==> src/rtl/spi_pwm_pkg.sv <==
// spi_pwm_pkg: register map, frame size and FSM encoding shared by the SPI config target
package spi_pwm_pkg;
  localparam logic [6:0] ADDR_EN_OUT_LO = 7'h00;
  localparam logic [6:0] ADDR_EN_OUT_HI = 7'h01;
  localparam logic [6:0] ADDR_EN_PWM_LO = 7'h02;
  localparam logic [6:0] ADDR_EN_PWM_HI = 7'h03;
  localparam logic [6:0] ADDR_DUTY      = 7'h04;
  localparam int FRAME_BITS = 16;
  typedef enum logic [1:0] {IDLE, SHIFT, COMMIT} state_e;
endpackage

==> src/rtl/spi_pwm_config_sync_ff.sv <==
// sync_ff: multi-stage single-bit synchroniser with a selectable reset value
module sync_ff #(
  parameter int   STAGES  = 2,
  parameter logic RST_VAL = 1'b0
) (
  input  logic clk,
  input  logic rst_n,
  input  logic d,
  output logic q
);
  logic [STAGES-1:0] ff_q;
  always_ff @(posedge clk or negedge rst_n)
    if (!rst_n) ff_q <= {STAGES{RST_VAL}};
    else ff_q <= {ff_q[STAGES-2:0], d};
  assign q = ff_q[STAGES-1];
endmodule

==> src/rtl/spi_pwm_config.sv <==
// spi_pwm_config: SPI mode-0 write-only target that loads the PWM peripheral's control registers
module spi_pwm_config
  import spi_pwm_pkg::*;
#(
  parameter int SYNC_STAGES = 2,
  parameter int FRAME_BITS  = spi_pwm_pkg::FRAME_BITS,
  parameter int NUM_REGS    = 5
) (
  input  logic       clk,
  input  logic       rst_n,
  input  logic       sclk,
  input  logic       copi,
  input  logic       ncs,
  output logic [7:0] en_reg_out_7_0,
  output logic [7:0] en_reg_out_15_8,
  output logic [7:0] en_reg_pwm_7_0,
  output logic [7:0] en_reg_pwm_15_8,
  output logic [7:0] pwm_duty_cycle,
  output logic       wr_strobe
);
  localparam int CNT_W = $clog2(FRAME_BITS + 2);
  logic sclk_s, copi_s, ncs_s, sclk_prev_q, ncs_prev_q;
  logic sclk_rise, ncs_rise, ncs_fall, commit;
  state_e state_q, state_d;
  logic [CNT_W-1:0] cnt_q, cnt_d;
  logic [FRAME_BITS-1:0] shift_q, shift_d;
  logic [6:0] addr;
  logic [7:0] data;
  logic [7:0] regs_q [NUM_REGS];
  logic wr_strobe_q;
  sync_ff #(.STAGES(SYNC_STAGES), .RST_VAL(1'b0)) u_sclk (.clk(clk), .rst_n(rst_n), .d(sclk), .q(sclk_s));
  sync_ff #(.STAGES(SYNC_STAGES), .RST_VAL(1'b0)) u_copi (.clk(clk), .rst_n(rst_n), .d(copi), .q(copi_s));
  sync_ff #(.STAGES(SYNC_STAGES), .RST_VAL(1'b1)) u_ncs  (.clk(clk), .rst_n(rst_n), .d(ncs),  .q(ncs_s));
  assign sclk_rise = sclk_s & ~sclk_prev_q;
  assign ncs_rise  = ncs_s & ~ncs_prev_q;
  assign ncs_fall  = ~ncs_s & ncs_prev_q;
  assign addr = shift_q[FRAME_BITS-2 -: 7];
  assign data = shift_q[7:0];
  always_comb begin
    state_d = state_q;
    cnt_d   = cnt_q;
    shift_d = shift_q;
    commit  = 1'b0;
    unique case (state_q)
      IDLE: if (ncs_fall) begin
        state_d = SHIFT;
        cnt_d   = '0;
        shift_d = '0;
      end
      // nCS rise wins over a simultaneous SCLK rise so a trailing edge is never counted
      SHIFT: if (ncs_rise) state_d = COMMIT;
      else if (sclk_rise && !ncs_s) begin
        shift_d = {shift_q[FRAME_BITS-2:0], copi_s};
        cnt_d   = (cnt_q == CNT_W'(FRAME_BITS + 1)) ? cnt_q : cnt_q + 1'b1;
      end
      COMMIT: begin
        state_d = IDLE;
        commit  = (cnt_q == CNT_W'(FRAME_BITS)) && shift_q[FRAME_BITS-1] && (addr < 7'(NUM_REGS));
      end
      default: state_d = IDLE;
    endcase
  end
  always_ff @(posedge clk or negedge rst_n)
    if (!rst_n) begin
      state_q     <= IDLE;
      cnt_q       <= '0;
      shift_q     <= '0;
      sclk_prev_q <= 1'b0;
      ncs_prev_q  <= 1'b1;
      wr_strobe_q <= 1'b0;
      for (int i = 0; i < NUM_REGS; i++) regs_q[i] <= 8'h00;
    end else begin
      state_q     <= state_d;
      cnt_q       <= cnt_d;
      shift_q     <= shift_d;
      sclk_prev_q <= sclk_s;
      ncs_prev_q  <= ncs_s;
      wr_strobe_q <= commit;
      for (int i = 0; i < NUM_REGS; i++) if (commit && addr == 7'(i)) regs_q[i] <= data;
    end
  assign en_reg_out_7_0  = regs_q[ADDR_EN_OUT_LO];
  assign en_reg_out_15_8 = regs_q[ADDR_EN_OUT_HI];
  assign en_reg_pwm_7_0  = regs_q[ADDR_EN_PWM_LO];
  assign en_reg_pwm_15_8 = regs_q[ADDR_EN_PWM_HI];
  assign pwm_duty_cycle  = regs_q[ADDR_DUTY];
  assign wr_strobe       = wr_strobe_q;
endmodule

==> config.mk <==
export PLATFORM = sky130hd
export DESIGN_NAME = spi_pwm_config
export DESIGN_NICKNAME = d
export VERILOG_FILES = /design/src/rtl/spi_pwm_pkg.sv /design/src/rtl/spi_pwm_config_sync_ff.sv /design/src/rtl/spi_pwm_config.sv
export SDC_FILE = /design/constraint.sdc
export NUM_CORES = 1
export LEC_CHECK = 0
export CAP_MARGIN = 20
export CORE_ASPECT_RATIO = 0.75
export CORE_UTILIZATION = 42
export DETAILED_ROUTE_END_ITERATION = 6
export HOLD_SLACK_MARGIN = 0.03
export PLACE_DENSITY = 0.74
export SYNTH_ARGS = -nofsm -noshare
export SYNTH_HDL_FRONTEND = slang
export SYNTH_SLANG_ARGS = --single-unit
==> constraint.sdc <==
create_clock -name clk -period 3 [get_ports clk]
set_input_delay 0.6 -clock clk [delete_from_list [all_inputs] [get_ports clk]]
set_output_delay 0.6 -clock clk [all_outputs]
set_load 0.01 [all_outputs]
## Word-level counts from Yosys, hierarchy flattened

Index checks and enable logic that the tools add are counted.

| word-level totals | value |
|---|---|
| bits of input ports | 5 |
| output and inout bits | 41 |
| logic and storage cells | 63 |
| flip-flop bits (word level) | 72 |

| cells by class | value |
|---|---|
| multiplexer cells | 13 |
| bitwise logic cells | 6 |
| reductions and logical operators | 15 |
| $lt $le $gt $ge | 1 |
| eq/ne operators | 13 |
| add/subtract/negate cells | 1 |

Operators with widths:

| cell | number |
|---|---|
| $mux 16 | 3 |
| $pmux 16 s2 | 1 |
| $mux 5 | 4 |
| $eq 7x2->1 const B | 2 |
| $eq 5x5->1 const B | 2 |
| $ne 2x2->1 const B | 5 |
| $pmux 5 s2 | 1 |
| $logic_and 1x1->1 | 8 |
| $eq 7x1->1 const B | 1 |
| $eq 7x3->1 const B | 1 |
| $logic_not 7->1 | 1 |
| $lt 7x3->1 const B | 1 |
| $add 5x1->5 const B | 1 |
| $reduce_and 5->1 | 1 |
| $mux 2 | 2 |
| $pmux 2 s2 | 1 |
| $reduce_and 4->1 | 1 |
| $and 1x1->1 | 3 |
| $not 1->1 | 3 |
| $eq 2x1->1 const B | 1 |
| $eq 2x2->1 const B | 1 |
| $logic_not 2->1 | 1 |
| $reduce_and 2->1 | 1 |
| $reduce_bool 2->1 | 1 |
| other kinds (2) | 2 |

## Depth between registers and ports, before layout

Gate-level depths: netlist of run 1.

| logic depth | value |
|---|---|
| depth in word-level cells | 6 |
| mapped depth | 6 |
| mapped depth without buffers | 5 |

## Hierarchy

A second synthesis of run 1 with hierarchy kept.

| second synthesis, totals | value |
|---|---|
| cell total of the unflattened synthesis | 226 |
| area total of the unflattened synthesis | 3040.4 um2 |

By module, submodules not included:

| module | times used | seq. area each (um2) | cells an instance | area each (um2) |
|---|---|---|---|---|
| spi_pwm_config | 1 | 1652.8 | 220 | 2887.8 |
| sync_ff at u_copi ... | 2 | 50.0 | 2 | 50.0 |
| sync_ff at u_ncs | 1 | 52.6 | 2 | 52.6 |

## Least setup slack after synthesis of run 1

No wires, ideal clock.

| timing path | value |
|---|---|
| path kind | reg2reg |
| from | register cnt_q[1] |
| to | register regs_q (netlist bit en_reg_out_15_8[0]) |
| data required time | 2.875 ns |
| clock period less this slack | 1.600 ns |
| path buffers | 1 |
| arrival time | 1.475 ns |
| setup slack | 1.400 ns |
| cell stages (with the launch flop) | 7 |
| setup time | 0.125 ns |
| path through | dfrtp_1 -> inv_1 -> ha_1 -> and4b_1 -> buf_2 -> nand4_2 -> mux2_2 |

| between the ends | value |
|---|---|
| cells in the longest elaborated chain, start to end | 5 |

RTL lines:

| element | line | RTL |
|---|---|---|
| from (decl) | spi_pwm_config.sv:25 | `logic [CNT_W-1:0] cnt_q, cnt_d;` |
| from (signal assigned) | spi_pwm_config.sv:74 | `cnt_q <= cnt_d;` |
| $eq 5x5->1 | spi_pwm_config.sv:58 | `commit = (cnt_q == CNT_W'(FRAME_BITS)) && shift_q[FRAME_BITS-1] && (addr < 7'(NUM_REGS));` |
| $logic_and 1x1->1 (2 in series) | spi_pwm_config.sv:58 |  |
| $mux 1 | spi_pwm_config.sv:44 | `unique case (state_q)` |
| $logic_and 1x1->1 | spi_pwm_config.sv:79 | `for (int i = 0; i < NUM_REGS; i++) if (commit && addr == 7'(i)) regs_q[i] <= data;` |
| to (decl) | spi_pwm_config.sv:29 | `logic [7:0] regs_q [NUM_REGS];` |

No other way between the ends.
A chain may end at the register's enable or synchronous reset.

## Worst setup path after layout of run 1

| timing path | value |
|---|---|
| from | register cnt_q[1] |
| to | register regs_q (netlist bit en_reg_pwm_7_0[0]) |

Same word-level chain as after synthesis.

==> results of run 1 <==
## logic make-up after synthesis
group | after synthesis | share of synthesized area (%)
buf+inv | 26 | 3.57
compound gates | 17 | 3.90
fa+ha+maj | 3 | 1.23
mux | 57 | 20.4
simple gates | 50 | 11.7
flops | 72 | 59.2
## metrics by stage
step	instance area [sq um]	instances	worst slack, ns	total power, W	utilization, %
6_report	3830	381	1.05	0.00199	55.2
5_1_grt	3830	381	0.920	0.00210	55.2
4_1_cts	3830	381	1.03	0.00202	55.2
3_5_place_dp	3620	365	1.03	0.00123	52.2
3_3_place_gp	3620	365	1.10	0.00122	52.2
2_1_floorplan	3050	225	1.40	0.00116	-
## power groups by stage
| stage | logic [W] | clock network (W) | registers [W] |
|---|---|---|---|
| final | 0.000158 | 0.000779 | 0.00105 |
| after detailed placement | 0.000159 | 0 | 0.00107 |
| after global placement | 0.000152 | 0 | 0.00107 |
| after global routing | 0.000181 | 0.000853 | 0.00106 |
| after floorplan | 0.000106 | 0 | 0.00106 |
| after CTS | 0.000161 | 0.000805 | 0.00105 |
## cell usage after synthesis, types with 2 or more instances
cell type	number	area, sq um
mux2i_1	17	170
mux2_2	40	450
nand2_1	18	67.6
a41oi_1	3	26.3
nand2b_1	2	12.5
buf_2	3	15.0
o21ai_0	4	20.0
dfstp_2	3	78.8
nor3b_1	4	30.0
clkbuf_1	2	7.51
nor4bb_1	2	20.0
nand4_2	5	62.6
nand4_1	2	12.5
a31oi_1	3	18.8
ha_1	3	37.5
nand4bb_1	2	22.5
o211ai_1	2	15.0
inv_1	20	75.1
dfrtp_1	69	1730
nor2b_1	2	12.5
## final timing paths
path | slack [ns] | from | to | cells after the start
hold / removal | 0.26 | rst_n | u_sclk.ff_q[0]$_DFF_PN0_ | 2
min in group clk | 0.35 | u_copi.ff_q[0]$_DFF_PN0_ | u_copi.ff_q[1]$_DFF_PN0_ | 0
setup reg to reg | 1.05 | cnt_q[1]$_DFFE_PN0P_ | en_reg_pwm_7_0[0]$_DFFE_PN0P_ | 5
hold reg to reg | 0.35 | u_copi.ff_q[0]$_DFF_PN0_ | u_copi.ff_q[1]$_DFF_PN0_ | 0
max in group asynchronous | 2.42 | rst_n | ncs_prev_q$_DFF_PN1_ | 2
setup / recovery | 1.05 | cnt_q[1]$_DFFE_PN0P_ | en_reg_pwm_7_0[0]$_DFFE_PN0P_ | 5
## sequential cells by signal, summed over array words and instances (netlist names)
name and cells:
ncs_prev_q 1, u_copi.ff_q 2, en_reg_out_7_0 8, en_reg_pwm_15_8 8, pwm_duty_cycle 8, u_sclk.ff_q 2
en_reg_out_15_8 8, sclk_prev_q 1, shift_q 16, cnt_q 5, en_reg_pwm_7_0 8, state_q 2
wr_strobe 1, u_ncs.ff_q 2
## worst register-to-register path: stages (launching register included)
cell and delay [ns]:
dfrtp_1 0.44, inv_1 0.10, ha_1 0.13, and4b_1 0.36
nand4_2 0.40, mux2_2 0.41
## per-layer routing
layer / share of wire, % / up-vias / global-route usage, %
met5: 0 / - / 0
met4: 0.67 / 0 / 7.73
met3: 4.6 / 2 / 4.86
met2: 46 / 57 / 24.6
met1: 49 / 964 / 24.8
li1: - / 897 / -
## layout make-up
class                      count  area [sq um]  area share [%]
clock buffer                  12           155            4.05
clock inverter                 4          53.8            1.41
tap                           98           123            3.20
timing repair buffer          48           480            12.6
sequential                    72          1810            47.2
multi-input combinational    127          1130            29.6
inverter                      20          75.1            1.96
==> run summary, run 1 <==
Status = complete, no violations
Area growth from synthesis to layout = 25.5%
Slew headroom = 66.5%
Buffers & Inverters on Critical Path = 1
CP Launch Type = flop
Clk Tree Root Cell = clkbuf_8
Final Cycle Share = 65.1%
Worst path max stage delay = 0.44 ns
Setup TNS = 0 ns
Final Hold Vio Count = 0
Hold buffer count at CTS = 0
Worst EP required = 3.22 ns
Die footprint = 7610 sq um
Drt total wl = 5940 um
Crit path max-delay family = simple AND/OR/NAND/NOR gates
Initial antenna violation count = 0
Synth warnings = 0
Worst Setup End Kind = flop
CP max-delay cell = dfrtp_1
Reg power frac = 52.9%
Commonest cells after routing, fill and taps aside = dfrtp_1, clkdlybuf4s50_1, mux2_2
Slew @ Worst Pin = 0.496 ns
DRT antenna net count = 0
Seq/Total Area, Yosys = 59.2%
Skew final = 0.0104 ns
Synthesized netlist cell count = 225
H-tree levels = 3
Number of diodes = 0
IO Count = 46
Vias in the first global route = 1856
Max Cap Viol = 0
DP HPWL = 3910 um
Ys flop type = dfrtp_1
Post-CTS setup buffer count = 0
Clock Power Share = 39.1%
# nets final = 286
Fraction of registers with async set/reset = 100%
GR Overflow Total = 0
Pleak = 1.78 nW
Vias post-DR = 1920
Critical path class = flop to flop
Fill cells = 591
CTS Buffer Depth = 2
Post-synthesis net count = 233
PD cells = 520 nW/um^2
Arr. time, crit path = 2.18 ns
RePlAce Congestion = 0.861
Setup violators final = 0
RSZ-0062 raised after global routing = no
Commonest non-fill, non-tap cell in the layout = dfrtp_1
Drt first pass iters = 4
Share of layout cells above drive strength 1 = 25.4%
Port Buf Inserts = 45
Die height = 75.8 um
Fmax = 0.512 GHz
Fin Hold WS = 0.264 ns
Total CTS buffers = 9
Die W = 100 um
Switching share of total power = 24.8%
First-pass GRT wire length = 9560 um
Post-synth EDFFs = 0
1st-iter DRT viols = 154
Internal = 0.00150 W
Worst vdd ir = 0.315 mV
Combinational Power Share = 7.9%
Cell Area, Synth = 3050 sq um
CTS resizes = 0
Site row count = 26
Core Region = 6930 sq um
Net Switching = 0.000493 W
Number of remaining DRC errors = 0
Largest net degree at the start of global routing = 73
Clk pin slew, worst setup/hold paths = 0.07 ns
Final max-slew violation count = 0
Sequence of cells on the critical path = inv_1, ha_1, and4b_1, nand4_2, mux2_2
Critical Path Fanout Max = 8
CTS Sinks = 72
Tmin final = 1.95 ns
Via density = 5.04
Synth cell types = 39
Total Routing Usage GR = 17.3%
Initial core utilization = 44.0%
HP Class = input port to async pin
Mean post-synth cell area = 13.5 sq um
Worst-Skew Late Latency = 0.34 ns
CTS tree = done
Wire per inst = 15.6 um
Synth Register Bits = 72
Power figures use the tool's default switching activity.
==> run 2: changes to the inputs <==
clock period = 1.8 ns   (was 3 ns; I/O delays follow)
==> run 2 against run 1 <==
Net effect:
- worst setup slack got worse by 0.93 ns
- combinational power grew 120%
- flip-flop and latch count is the same
==> run summary, run 2 (synthesis gave the netlist of run 1 again) <==
HP Class = flop to flop
CTS tree = done
Share of layout cells above drive strength 1 = 28.7% (+3.3 points)
Drt first pass iters = 4 (unchanged)
Number of remaining DRC errors = 0 (unchanged)
Crit path capture = en_reg_pwm_7_0[7]$_DFFE_PN0P_
Commonest non-fill, non-tap cell in the layout = dfrtp_1
Slew @ Worst Pin = 0.486 ns (-0.00955 ns)
Post-Place Worst Slack = 0.122 ns (-0.905 ns)
Number of diodes = 0 (unchanged)
Clk Tree Root Cell = clkbuf_8
Port Buf Inserts = 45 (unchanged)
Routed met2 length = 2690 um (-1.5%)
Final max-slew violation count = 0 (unchanged)
# nets final = 299 (+4.5%)
Post-layout util = 57.0% (+1.7 points)
Die height = 75.8 um (unchanged)
RePlAce Congestion = 0.890 (+3.4%)
Total power = 0.00340 W (+71%)
Clk pin slew, worst setup/hold paths = 0.07 ns (about the same)
Final Cycle Share = 93.3% (+28 points)
Critical path class = flop to flop
Wire per inst = 15.2 um (-2.3%)
Biggest register = shift_q
Initial core utilization = 44.0% (unchanged)
Crit path max-delay family = simple AND/OR/NAND/NOR gates
Number of flip-flops in the largest register = 16 (unchanged)
Reg2Reg Capture Point = en_reg_pwm_7_0[7]$_DFFE_PN0P_
DRT antenna net count = 0 (unchanged)
Die W = 100 um (unchanged)
PnR worst setup slack = 0.121 ns (-0.926 ns)
Total Routing Usage GR = 18.3% (+1.0 points)
Area growth from synthesis to layout = 29.5%
Top layer used by detailed routing = met4
Fmax = 0.595 GHz (+16%)
Worst Setup End Kind = flop
IO Count = 46 (unchanged)
Worst path depth = 6 (+1)
First-pass GRT wire length = 9980 um (+4.4%)
Setup violators final = 0 (unchanged)
Commonest cells after routing, fill and taps aside = dfrtp_1, clkdlybuf4s50_1, mux2_2
Crit path launch = cnt_q[1]$_DFFE_PN0P_
Reg2reg start = cnt_q[1]$_DFFE_PN0P_
Status = complete, no violations
Pleak = 1.85 nW (+4.1%)
Worst-Skew Late Latency = 0.34 ns (about the same)
Vias in the first global route = 1956 (+5.4%)
Met1 WL = 2910 um (+0.52%)
PD cells = 861 nW/um^2 (+66%)
1st-iter DRT viols = 153 (-0.65%)
Metal3 WL = 315 um (+15%)
CP max-delay cell = dfrtp_1
Via density = 5.04 (about the same)
Total CTS buffers = 9 (unchanged)
H-tree levels = 3 (unchanged)
Setup TNS = 0 ns (unchanged)
Buffers & Inverters on Critical Path = 2 (+1)
Site row count = 26 (unchanged)
RSZ-0062 raised after global routing = no
GR Overflow Total = 0 (unchanged)
Slew headroom = 67.4% (+0.84 points)
Vias post-DR = 1987 (+3.5%)
Post-CTS setup buffer count = 0 (unchanged)
Arr. time, crit path = 1.90 ns (-0.28 ns)
Skew final = 0.00521 ns (-0.00519 ns)
Sequence of cells on the critical path = inv_1, ha_1, and4b_1, nand4_2, buf_4, mux2_2
Worst EP required = 2.02 ns (-1.20 ns)
Worst vdd ir = 0.545 mV (+73%)
Drt total wl = 6000 um (+1.0%)
Critical Path Fanout Max = 8 (unchanged)
Initial antenna violation count = 0 (unchanged)
Die footprint = 7610 sq um (unchanged)
Final Hold Vio Count = 0 (unchanged)
Largest net degree at the start of global routing = 73 (unchanged)
Core Region = 6930 sq um (unchanged)
CTS Buffer Depth = 2 (unchanged)
CTS Sinks = 72 (unchanged)
R2R setup slack = 0.12 ns (-0.93 ns)
Worst R2R Path Depth = 6 (+1)
DP HPWL = 4160 um (+6.4%)
Tmin final = 1.68 ns (-0.274 ns)
CP Launch Type = flop
Worst path max stage delay = 0.38 ns (-0.06 ns)
Fill cells = 576 (-2.5%)
Max Cap Viol = 0 (unchanged)
-- run 2: cell count changes in the layout (fill, tap and decap cells not counted) --
cell           previous run  this run
clkinvlp_4                2         1
dlygate4sd3_1             0         1
buf_12                    1         2
buf_4                     2        13
clkbuf_1                  1         0
clkbuf_8                 11        12
clkinv_2                  0         1
-- run 2: worst min-delay path by stage --
stage	from	to	slack (ns)	cells past startpoint
global placement	u_sclk.ff_q[0]$_DFF_PN0_	u_sclk.ff_q[1]$_DFF_PN0_	0.33	0
floorplan	rst_n	cnt_q[0]$_DFFE_PN0P_	0.06	0
detailed placement	u_sclk.ff_q[0]$_DFF_PN0_	u_sclk.ff_q[1]$_DFF_PN0_	0.34	0
finish	u_sclk.ff_q[0]$_DFF_PN0_	u_sclk.ff_q[1]$_DFF_PN0_	0.35	0
global route	u_copi.ff_q[0]$_DFF_PN0_	u_copi.ff_q[1]$_DFF_PN0_	0.36	0
CTS	u_sclk.ff_q[0]$_DFF_PN0_	u_sclk.ff_q[1]$_DFF_PN0_	0.35	0
-- run 2: power by group --
| part | total [W] | switching, W | internal (W) |
|---|---|---|---|
| Sequential | 0.00172 | 0.0000522 | 0.00167 |
| Combinational | 0.000346 | 0.000194 | 0.000152 |
| Clock | 0.00133 | 0.000576 | 0.000753 |
| Total | 0.00340 | 0.000821 | 0.00258 |
-- run 2: routing by layer --
metal	GRT usage (%)	up-vias
li1	-	930
met1	24.4	990
met2	27.0	61
met3	7.25	6
met4	7.57	0
met5	0	-
-- run 2: layout make-up --
cell class	instances	area (sq um)	share of cell area, %
inverter	20	75.1	1.90
clock buffer	12	165	4.19
timing repair buffer	61	593	15.0
sequential	72	1810	45.8
clock inverter	4	51.3	1.30
tap	98	123	3.11
multi-input combinational	127	1130	28.7
-- run 2: timing repair --
item,4_1_cts,5_1_grt
hold endpoints to repair,3,0
hold buffers,1,0
gates resized for setup,0,0
-- run 2: metrics by stage --
| stage | instance area [sq um] | instances | hold WS (ns) |
|---|---|---|---|
| 6_report | 3950 | 394 | 0.350 |
| 5_1_grt | 3950 | 394 | 0.358 |
| 4_1_cts | 3950 | 394 | 0.353 |
| 3_5_place_dp | 3720 | 377 | 0.336 |
| 3_3_place_gp | 3720 | 377 | 0.332 |
| 2_1_floorplan | 3050 | 225 | 0.0644 |
